### src/rtl/voice_allocator.sv
// voice_allocator: schedules note-on/note-off events onto NUM_VOICES envelope voices.
// Define VOICE_STEAL_EN to steal a held voice (round-robin) when no free or releasing voice exists.
module voice_allocator #(
  parameter int NUM_VOICES = 8,
  parameter int NOTE_BITS = 7,
  parameter int IDX_BITS = 3
) (
  input  logic                            clk,
  input  logic                            rst,
  input  logic                            note_on_valid,
  input  logic                            note_off_valid,
  input  logic [NOTE_BITS-1:0]            note,
  output logic                            ready,
  input  logic [NUM_VOICES-1:0]           voice_available,
  output logic [NUM_VOICES-1:0]           voice_en,
  output logic [NUM_VOICES*NOTE_BITS-1:0] voice_note,
  output logic                            alloc_valid,
  output logic [IDX_BITS-1:0]             alloc_idx,
  output logic                            steal
);
  typedef enum logic [1:0] {S_IDLE, S_SCAN, S_KILL, S_GRANT} state_t;
  typedef enum logic [1:0] {V_FREE, V_HELD, V_REL} vstat_t;
  state_t state, state_nx;
  vstat_t status [NUM_VOICES];
  logic [NOTE_BITS-1:0] vnote [NUM_VOICES];
  logic live, take_on, take_off;
  logic [NOTE_BITS-1:0] note_r;
  logic [IDX_BITS-1:0] tgt, pick, ia, ib, ic;
  logic steal_r, found, kill_pick, steal_pick, fa, fb, fc;
  assign take_off = ready && note_off_valid;
  assign take_on = ready && note_on_valid && !note_off_valid;
  // Descending scan leaves the lowest matching index in each candidate class.
  always_comb begin
    fa = 1'b0;
    fb = 1'b0;
    fc = 1'b0;
    ia = '0;
    ib = '0;
    ic = '0;
    for (int i = NUM_VOICES - 1; i >= 0; i--) begin
      if (status[i] == V_HELD && vnote[i] == note_r) begin fa = 1'b1; ia = IDX_BITS'(i); end
      if (status[i] == V_FREE) begin fb = 1'b1; ib = IDX_BITS'(i); end
      if (status[i] == V_REL) begin fc = 1'b1; ic = IDX_BITS'(i); end
    end
  end
`ifdef VOICE_STEAL_EN
  logic [IDX_BITS-1:0] steal_ptr;
  assign steal_pick = !(fa || fb || fc);
  assign found = 1'b1;
  assign kill_pick = fa || steal_pick;
  assign pick = fa ? ia : fb ? ib : fc ? ic : steal_ptr;
  always_ff @(posedge clk or posedge rst)
    if (rst) steal_ptr <= '0;
    else if (state == S_SCAN && steal_pick)
      steal_ptr <= steal_ptr == IDX_BITS'(NUM_VOICES - 1) ? '0 : steal_ptr + IDX_BITS'(1);
`else
  assign steal_pick = 1'b0;
  assign found = fa || fb || fc;
  assign kill_pick = fa;
  assign pick = fa ? ia : fb ? ib : ic;
`endif
  always_comb begin
    state_nx = state;
    ready = live && state == S_IDLE;
    if (state == S_IDLE) state_nx = take_on ? S_SCAN : S_IDLE;
    else if (state == S_SCAN) state_nx = !found ? S_IDLE : kill_pick ? S_KILL : S_GRANT;
    else if (state == S_KILL) state_nx = S_GRANT;
    else state_nx = S_IDLE;
  end
  always_ff @(posedge clk or posedge rst)
    if (rst) begin
      state <= S_IDLE;
      live <= 1'b0;
      note_r <= '0;
      tgt <= '0;
      steal_r <= 1'b0;
      alloc_valid <= 1'b0;
      alloc_idx <= '0;
      steal <= 1'b0;
    end else begin
      state <= state_nx;
      live <= 1'b1;
      alloc_valid <= state == S_GRANT;
      steal <= state == S_GRANT && steal_r;
      if (take_on) note_r <= note;
      if (state == S_SCAN) begin
        tgt <= pick;
        steal_r <= steal_pick;
      end
      if (state == S_GRANT) alloc_idx <= tgt;
    end
  // The grant commit outranks an available pulse arriving for the same voice.
  always_ff @(posedge clk or posedge rst)
    if (rst) begin
      for (int i = 0; i < NUM_VOICES; i++) begin
        status[i] <= V_FREE;
        vnote[i] <= '0;
      end
    end else begin
      for (int i = 0; i < NUM_VOICES; i++)
        if (state == S_GRANT && tgt == IDX_BITS'(i)) begin
          status[i] <= V_HELD;
          vnote[i] <= note_r;
        end else if (take_off && status[i] == V_HELD && vnote[i] == note) status[i] <= V_REL;
        else if (status[i] == V_REL && voice_available[i]) status[i] <= V_FREE;
    end
  for (genvar g = 0; g < NUM_VOICES; g++) begin : g_out
    assign voice_en[g] = status[g] == V_HELD && !(state == S_KILL && tgt == IDX_BITS'(g));
    assign voice_note[g*NOTE_BITS +: NOTE_BITS] = vnote[g];
  end
endmodule

### config.mk
export PLATFORM = sky130hd
export DESIGN_NAME = voice_allocator
export DESIGN_NICKNAME = d
export VERILOG_FILES = /design/src/rtl/voice_allocator.sv
export SDC_FILE = /design/constraint.sdc
export NUM_CORES = 1
export LEC_CHECK = 0
export BUFFER_PORTS_ARGS = -buffer_cell sky130_fd_sc_hd__buf_2
export CORE_MARGIN = 2
export CORE_UTILIZATION = 61
export DETAILED_ROUTE_END_ITERATION = 10
export PLACE_DENSITY = 0.87
export RECOVER_POWER = 25
export REMOVE_ABC_BUFFERS = 1
export SLEW_MARGIN = 20
export SYNTH_ARGS = -nofsm -noshare
export SYNTH_HDL_FRONTEND = slang
export SYNTH_SLANG_ARGS = --single-unit
export TNS_END_PERCENT = 20
### constraint.sdc
create_clock -name clk -period 7.6 [get_ports clk]
set_input_delay 1.14 -clock clk [delete_from_list [all_inputs] [get_ports clk]]
set_output_delay 1.14 -clock clk [all_outputs]
set_load 0.01 [all_outputs]
==> out/summary.txt <==
Die height = 97.1 um
Status = finished, final reports clean
Post-CTS Hold Fix Bufs = 0
Die boundary width = 97.1 um
Final cell count without fillers = 677
Met1 routing resource usage after global routing = 0.414
Final GP Congestion = 0.933
Commonest non-fill, non-tap cell in the layout = sky130_fd_sc_hd__xor2_1
Unrepaired setup endpoints after global routing = false
Count of endpoints failing hold in the final timing report = 0
Sequential standard cell area = 0.00223 mm2
Via count = 4172
First-pass iteration count of the detailed router = 6
Via count of the first global-routing pass = 4366
Average detailed-routed wire length per instance = 21.1 um
Startpoint of the most critical setup path = state[0]
Required arrival time at the worst endpoint = 6.46 ns
Share of synthesized area occupied by flip-flops and latches = 0.421
Most used flip-flop cell after synthesis = sky130_fd_sc_hd__dfrtp_1
H-tree lvl count = 3
Transition at the pin with the smallest max-transition slack = 0.911 ns
Final clock skew = 0.0140 ns
Synthesized area per cell = 10.7 um2
Layout area overhead = 11.1%
Fraction of registers with async set or reset after synthesis = 1.00
Number of vias per cell = 6.16
Number of remaining DRC errors = 0
Leak = 2.92 nW
Max-slew violation total from the final report = 0
CTS tree = done
Met2 demand-to-capacity share in global routing = 0.496
Min-delay src = alloc_idx[2]
Worst IR drop on VDD = 0.000298 V
Post-CTS setup-driven buffer insertion count = 0
Pin count of the biggest net entering global routing = 90
# rows = 33
Fin crit period = 2.74 ns
Final worst slack = 4.86 ns
Worst Hold End = alloc_idx[2]
Classification of the worst setup path = reg2out
Detailed placer's ending HPWL = 9980 um
HP Class = reg2reg
Effective utilization at floorplan = 0.637
Ant. Diodes = 0
Worst-case headroom to the max-slew limit = 0.391
Top library cells by usage in the layout, fill and taps aside = sky130_fd_sc_hd__xor2_1 (91), sky130_fd_sc_hd__dfrtp_1 (89), sky130_fd_sc_hd__buf_2 (87)
Multi-input logic area = 0.00281 mm2
Aggregate global-route resource usage = 0.312
Residual antenna-violating net count after detailed routing = 0
Period utilisation layout = 0.360
Post-Syn Area = 0.00529 mm2
Hold-critical path depth = 2
Critical Path Sink Type = output pin
Max frequency = 365 MHz
Util after Layout = 0.708
Number of buffers on the longest clock path = 2
Number of buffers created by CTS = 9
M3 GR Usage = 0.0683
DRC marker count from the first detailed-route iteration = 286
Fraction of final layout cells sized beyond drive strength 1 = 0.309
Total global routing overflow = 0
Final nets = 586
Layout fillers = 610
Global routing's busiest layer = met2
Post-synth cell types = 46
Ports = 89
FF-to-FF path depth = 6
First-pass GRT wire length = 23200 um
Worst Setup Slack post-DPL = 5.08 ns
Power density relative to cell area = 415 mW/mm2
Clock-pin slew of the registers on the worst-case setup and hold paths = 0.10 ns
TNS Setup = 0 ns
Number of maximum-capacitance violations = 0
Cells resized by post-CTS repair = 0
Number of endpoints failing setup at the final stage = 0
Largest fanout on the critical path = 5
Total Die Area = 0.00943 mm2
Cell count after placement = 661
Port buffer count = 87
Floorplan core area = 0.00830 mm2
Flip-flop and latch count after synthesis = 89
Total clock sinks = 89
Total number of yosys warnings = 0
Initial antenna violation count = 0
Signal arrival time at the worst endpoint = 1.60 ns
Worst-case register-to-register setup slack = 4.88 ns
Root buffer selected by CTS = sky130_fd_sc_hd__clkbuf_8
Clk Latency, worst-skew pair = 0.37 ns
Number of instances in the synthesized netlist = 494
Total length of routed wires = 14300 um
Post-Route Hold Slack = 0.493 ns
Number of flops mapped to enable cells by yosys = 0
Type of element launching the critical path = register
Start of the worst register-to-register path = note_r[2]
Terminus of the critical flop-to-flop path = tgt[0]
metrics by stage:
stage	cell area, um2	power, W
finish	5880	0.00244
detailed placement	5660	0.00205
CTS	5880	0.00242
global route	5880	0.00258
global placement	5660	0.00200
floorplan	5090	0.00164
cells by family (layout without fill, tap and decap cells):
group,after synthesis,count (layout),synth area share
simple gates,127,127,0.133
compound gates,59,59,0.0710
buf+inv,40,118,0.0485
xor+xnor,112,112,0.187
mux,65,65,0.138
flops,89,89,0.421
other cells,2,2,0.00142
cell usage after synthesis, drive strengths merged (2+ instances only):
cell type / number / share of area
a31oi: 3 / 0.0035
conb: 2 / 0.0014
a21o: 7 / 0.0099
nand2: 19 / 0.013
xnor2: 20 / 0.033
a21boi: 2 / 0.0028
mux2: 65 / 0.14
nand2b: 15 / 0.018
nor2b: 7 / 0.0083
nor4: 27 / 0.032
dfrtp: 89 / 0.42
nand4: 4 / 0.0059
xor2: 92 / 0.15
o211ai: 2 / 0.0028
o22ai: 4 / 0.0047
nand3: 13 / 0.012
o21ai: 13 / 0.012
inv: 14 / 0.0099
or4: 5 / 0.0078
and2: 3 / 0.0040
nor2: 23 / 0.017
nor3: 4 / 0.0038
buf: 16 / 0.031
o32ai: 2 / 0.0033
clkbuf: 10 / 0.0071
nand3b: 2 / 0.0028
o31ai: 2 / 0.0028
a21oi: 18 / 0.017
registers in the layout, summed over array words and instances, names as in the netlist:
| signal | flops |
|---|---|
| alloc_valid | 1 |
| tgt | 3 |
| voice_note | 56 |
| alloc_idx | 3 |
| note_r | 7 |
| status | 16 |
| state | 2 |
| live | 1 |
worst max path at each step:
stage,slack [ns],end
6_report,4.86,voice_en[0]
5_1_grt,4.78,voice_en[3]
4_1_cts,4.89,voice_en[0]
3_5_place_dp,5.08,tgt[0]
3_3_place_gp,5.17,tgt[0]
2_1_floorplan,4.15,alloc_idx[0]
metal layers:
metal / wire length, um / part of all wire / up-vias
li1: - / - / 1855
met1: 5890 / 0.41 / 2046
met2: 6850 / 0.48 / 229
met3: 1100 / 0.077 / 42
met4: 466 / 0.033 / 0
met5: 0 / 0 / -
power breakdown:
group	switching [W]	internal [W]
logic	0.000547	0.000528
clock network	0.000183	0.000172
registers	0.000364	0.000646
area by class of cell:
cell class	count	area share
Timing Repair Buffer	88	0.0760
Tap cell	105	0.0223
Sequential cell	89	0.379
Inverter	14	0.00915
Clock buffer	11	0.0258
Clock inverter	5	0.0106
Multi-Input combinational cell	365	0.477
critical path, cell delays in order, from the launching register on:
cell                       delay [ns]
sky130_fd_sc_hd__dfrtp_1         0.44
sky130_fd_sc_hd__nand2b_1        0.23
sky130_fd_sc_hd__nor2_1          0.27
sky130_fd_sc_hd__a21oi_1         0.13
sky130_fd_sc_hd__buf_2           0.15
Note: power is estimated with default switching activity, not from simulation.
